`config.mk`:
```
export PLATFORM = sky130hd
export DESIGN_NAME = regfile_sb
export DESIGN_NICKNAME = d
export VERILOG_FILES = /design/src/rtl/regfile_sb.sv
export SDC_FILE = /design/constraint.sdc
export NUM_CORES = 1
export LEC_CHECK = 0
export ABC_CLOCK_PERIOD_IN_PS = 3390
export CAP_MARGIN = 30
export CORE_ASPECT_RATIO = 2
export CORE_MARGIN = 2
export CORE_UTILIZATION = 40
export CTS_BUF_LIST = sky130_fd_sc_hd__clkbuf_8
export CTS_CLUSTER_DIAMETER = 120
export DETAILED_ROUTE_END_ITERATION = 6
export PLACE_DENSITY = 0.62
export SLEW_MARGIN = 20
export SYNTH_ARGS = -nofsm -noshare
export SYNTH_HDL_FRONTEND = slang
export SYNTH_SLANG_ARGS = --single-unit
```
`constraint.sdc`:
```
create_clock -name clk -period 3.39 [get_ports clk]
set_input_delay 0.678 -clock clk [delete_from_list [all_inputs] [get_ports clk]]
set_output_delay 0.678 -clock clk [all_outputs]
set_load 0.005 [all_outputs]
```
`src/rtl/regfile_sb.sv`:
```
// regfile_sb: parametrised register file with a zero latency write-to-read
// bypass, an externally supplied PC index, and a per-register scoreboard
// that raises a stall when a used read port depends on a pending writeback.
// Optional feature: define REGFILE_WAW_CHECK_EN to build the sticky WAW
// hazard flag on err. When it is undefined, err is tied low.
module regfile_sb #(
  parameter int DATA_W = 32,
  parameter int ADDR_W = 4,
  parameter int NRD    = 3,
  parameter int PC_IDX = 15,
  parameter int PC_ADJ = 1
) (
  input  logic                 clk,
  input  logic                 rst,
  input  logic                 we,
  input  logic [ADDR_W-1:0]    wa,
  input  logic [DATA_W-1:0]    wd,
  input  logic [NRD*ADDR_W-1:0] ra,
  input  logic [NRD-1:0]       ra_en,
  output logic [NRD*DATA_W-1:0] rd,
  input  logic [DATA_W-1:0]    pc_in,
  input  logic                 issue_valid,
  input  logic [ADDR_W-1:0]    issue_dst,
  output logic [(2**ADDR_W)-1:0] busy,
  output logic                 stall,
  output logic                 err
);

  localparam int NREG = 2**ADDR_W;
  localparam logic [ADDR_W-1:0] PC_A   = ADDR_W'(PC_IDX);
  localparam logic [ADDR_W-1:0] ZERO_A = {ADDR_W{1'b0}};
  localparam logic [DATA_W-1:0] ADJ_D  = DATA_W'(PC_ADJ);

  logic [DATA_W-1:0] regs_r [NREG];
  logic [NREG-1:0]   busy_r;
  logic [NREG-1:0]   busy_nxt_s;
  logic [ADDR_W-1:0] ra_s [NRD];
  logic [NRD*DATA_W-1:0] rd_s;
  logic              stall_s;
  logic              wr_ok_s;

  // Writes to the hard-wired zero index and to the PC index are discarded.
  assign wr_ok_s = we && (wa != ZERO_A) && (wa != PC_A);

  // Register storage: reset clears all entries, otherwise take the write.
  always_ff @(posedge clk) begin
    if (rst) begin
      for (int n = 0; n < NREG; n++) begin
        regs_r[n] <= {DATA_W{1'b0}};
      end
    end else if (wr_ok_s) begin
      regs_r[wa] <= wd;
    end
  end

  // Split the packed read-address bus into one address per port.
  always_comb begin
    for (int i = 0; i < NRD; i++) begin
      ra_s[i] = ra[i*ADDR_W +: ADDR_W];
    end
  end

  // Read mux per port (zero, PC, bypass, storage) and stall qualification.
  always_comb begin
    rd_s    = {(NRD*DATA_W){1'b0}};
    stall_s = 1'b0;
    for (int i = 0; i < NRD; i++) begin
      if (ra_s[i] == ZERO_A) begin
        rd_s[i*DATA_W +: DATA_W] = {DATA_W{1'b0}};
      end else if (ra_s[i] == PC_A) begin
        rd_s[i*DATA_W +: DATA_W] = pc_in - ADJ_D;
      end else if (we && (wa == ra_s[i])) begin
        rd_s[i*DATA_W +: DATA_W] = wd;
      end else begin
        rd_s[i*DATA_W +: DATA_W] = regs_r[ra_s[i]];
      end
      // A register being written back this cycle is bypassed, so no stall.
      if (ra_en[i] && busy_r[ra_s[i]] && !(we && (wa == ra_s[i]))) begin
        stall_s = 1'b1;
      end else begin
        stall_s = stall_s;
      end
    end
  end

  // Scoreboard next state: writeback clears first, a new issue then sets,
  // so the issuing instruction owns the register when both hit together.
  always_comb begin
    busy_nxt_s = busy_r;
    if (we) begin
      busy_nxt_s[wa] = 1'b0;
    end else begin
      busy_nxt_s = busy_nxt_s;
    end
    if (issue_valid) begin
      busy_nxt_s[issue_dst] = 1'b1;
    end else begin
      busy_nxt_s = busy_nxt_s;
    end
    busy_nxt_s[0]      = 1'b0;
    busy_nxt_s[PC_IDX] = 1'b0;
  end

  // Scoreboard register.
  always_ff @(posedge clk) begin
    if (rst) begin
      busy_r <= {NREG{1'b0}};
    end else begin
      busy_r <= busy_nxt_s;
    end
  end

`ifdef REGFILE_WAW_CHECK_EN
  logic err_r;
  logic waw_s;

  // WAW hazard: issuing to a register that is still pending and not being
  // retired by a writeback in the same cycle.
  always_comb begin
    if (issue_valid && (issue_dst != ZERO_A) && (issue_dst != PC_A) &&
        busy_r[issue_dst] && !(we && (wa == issue_dst))) begin
      waw_s = 1'b1;
    end else begin
      waw_s = 1'b0;
    end
  end

  // Sticky error flag, cleared only by reset.
  always_ff @(posedge clk) begin
    if (rst) begin
      err_r <= 1'b0;
    end else begin
      err_r <= err_r | waw_s;
    end
  end

  assign err = err_r;
`else
  assign err = 1'b0;
`endif

  assign rd    = rd_s;
  assign stall = stall_s;
  assign busy  = busy_r;

endmodule

```
==> reports/qor.yml <==
status: "finished with violations"
violations: "setup timing"
crit_family: "simple AND/OR/NAND/NOR gates"
setup_violations: 48
netlist_instances: 2471
die_x_um: 211
clock-sinks: 526
crit_top_cell: "buf_6"
synth_warnings: 0
fin_ws_ns: -0.380
core-area_mm2: 0.0846
ioPinCount: 205
worst-path-max-fanout: 5
synth-main-ff-cell: "edfxtp_1"
rsz0062_at_grt: "true"
p_leak_uw: 0.0165
fin_skew_ns: 0
critical_path_required_ns: 2.71
grt_usage_pct: 33.1
clk_path_buf_depth: 3
cts_root_buffer: "clkbuf_8"
syn_avg_cell_area_um2: 13.8
max-cap-violations: 0
drtAntennaViolNets: 0
worstMarginPinSlew_ns: 0.799
fin_crit_ns: 3.77
fmax_mhz: 265
num_vias: 28600
die_h_um: 417
synth_seq_cells: 526
yosysSeqAreaShare_pct: 45.9
die-area_mm2: 0.0878
mostFrequentLayoutCells: "edfxtp_1, buf_4, mux4_2"
finalCritPeriodShare_pct: 111
critPathKind: "input port to output port"
layout-drive-gt1-share_pct: 46.0
path_clk_slew_ns: 0.07
yosysUniqueCellTypes: 57
placed_cell_area_mm2: 0.0412
cp.arrival_ns: 3.09
power.density_mw_per_mm2: 388
synth_edf_count: 512
slew_viol_final: 0
grt_pass1_wl_um: 206000
antenna_found_initial: 9
final_cell_area_mm2: 0.0450
hold_viol_final: 0
grt-ovfl-total: 0
async_reset_ff_share_pct: 0
layout_commonest_cell: "edfxtp_1"
fin_tns_setup_ns: -10.01
max_stage_delay_ns: 0.62
start_util_pct: 40.3
area_delta_synth_final_pct: 31.8
crit_chain: "buf_6 -> or4_4 -> or4_4 -> buf_6 -> buf_6 -> nor3_4 -> xnor2_2 -> buf_4 -> a221oi_4 -> buf_2"
row_count: 151
clk_latency_ns: 0.70
wl_per_cell_um: 34.0
h-tree-depth: 3
end_kind: "output port"
path_buf_inv: 5
cts_tree: "yes"
post-dp-hpwl_um: 102000
finalWeightedCongestion: 0.957
wl_um: 146000
grt_pass1_vias: 29800
hold_class: "register to register"
portBuffers: 201
cp_slowest_cell: "or4_4"
holdBufCountCts: 0
vias_per_cell: 6.67
post-route-drc-count: 0
slew_headroom_pct: 46.2
peakVddDrop_mv: 0.248
grt_max_degree: 54
cts_buffers: 75
crit_path_start_kind: "input port"
layout.nets: 3241
drt_iter0_drc: 3918
drt-pass1-iter-count: 6
syn-cell-area_mm2: 0.0341
what timing repair did:
| item | 4_1_cts | 5_1_grt |
|---|---|---|
| setup endpoints to repair | 97 | 76 |
| gates cloned | 3 | 1 |
| pin swaps | 97 | 58 |
| buffers inserted | 98 | 43 |
| resized for setup | 562 | 128 |
report_power, final:
part           total [uW]  internal [uW]  leakage (uW)  switching, uW
sequential           7820           7530       0.00501            291
clock                5270           2600      0.000801           2670
combinational        4350           2160        0.0107           2200
worst reg2reg max path, cell delays in order, from the launching register on:
cell,delay (ns)
dfxtp_1,0.47
o21ai_0,0.17
a21oi_1,0.18
cell families after synthesis:
family | count (synthesis) | synth area share, %
AO/OA/AOI/OAI | 380 | 7.06
XOR/XNOR | 36 | 0.924
adder cells (fa/ha/maj) | 1 | 0.0367
buffers and inverters | 288 | 3.41
flip-flops | 526 | 45.9
multiplexers | 496 | 30.3
other | 1 | 0.0110
AND/OR/NAND/NOR | 743 | 12.4
synth_stat cells (all sizes together), types with 47 or more instances:
cell type | number | share of area (%)
clkbuf | 190 | 2.1
nand2 | 115 | 1.3
mux4 | 428 | 28
o21ai | 62 | 0.91
mux2i | 56 | 1.6
nor2 | 49 | 0.54
nor3 | 103 | 1.6
edfxtp | 512 | 45
and2 | 344 | 6.3
a21oi | 133 | 2.0
a22oi | 47 | 1.0
buf | 87 | 1.2
flip-flops by register name (all words and copies together), names as in the netlist:
signal and flops:
busy 14, regs_r 512
through the flow:
step | cells | power (uW) | setup WS [ns] | util (%) | hold WS [ns]
after floorplan | 2537 | 9840 | 0.0469 | - | 0.498
after global placement | 4005 | 11900 | -1.06 | 48.7 | 0.522
after detailed placement | 4005 | 12000 | -1.09 | 48.7 | 0.529
after CTS | 4237 | 17300 | -0.362 | 52.4 | 0.522
after global routing | 4281 | 17900 | -0.436 | 53.1 | 0.538
final | 4285 | 17400 | -0.380 | 53.1 | 0.524
final timing paths:
path              cells past startpoint      start  slack (ns)        to
setup / recovery                     10  pc_in[10]       -0.38    rd[62]
setup reg to reg                      2   busy[13]        2.50  busy[13]
hold / removal                        2   busy[11]        0.52  busy[11]
hold reg to reg                       2   busy[11]        0.52  busy[11]
per-layer routing:
| layer | wire length (um) | part of all wire (%) | vias up | track usage (%) |
|---|---|---|---|---|
| li1 | - | - | 11200 | - |
| met5 | 26 | 0.018 | - | 0 |
| met2 | 71300 | 49 | 2257 | 55.3 |
| met3 | 15100 | 10 | 707 | 7.50 |
| met4 | 14200 | 9.7 | 4 | 26.6 |
| met1 | 45300 | 31 | 14400 | 35.9 |
cell type report:
| class | count | area, um2 |
|---|---|---|
| fill | 7005 | 39700 |
| multi-input combinational | 1723 | 18600 |
| sequential | 526 | 15700 |
| timing repair buffer | 812 | 7790 |
| tap | 1071 | 1340 |
| clock buffer | 77 | 1060 |
| clock inverter | 58 | 428 |
| inverter | 11 | 41.3 |
| antenna | 7 | 17.5 |
No activity file was read; power rests on OpenSTA's default activity.
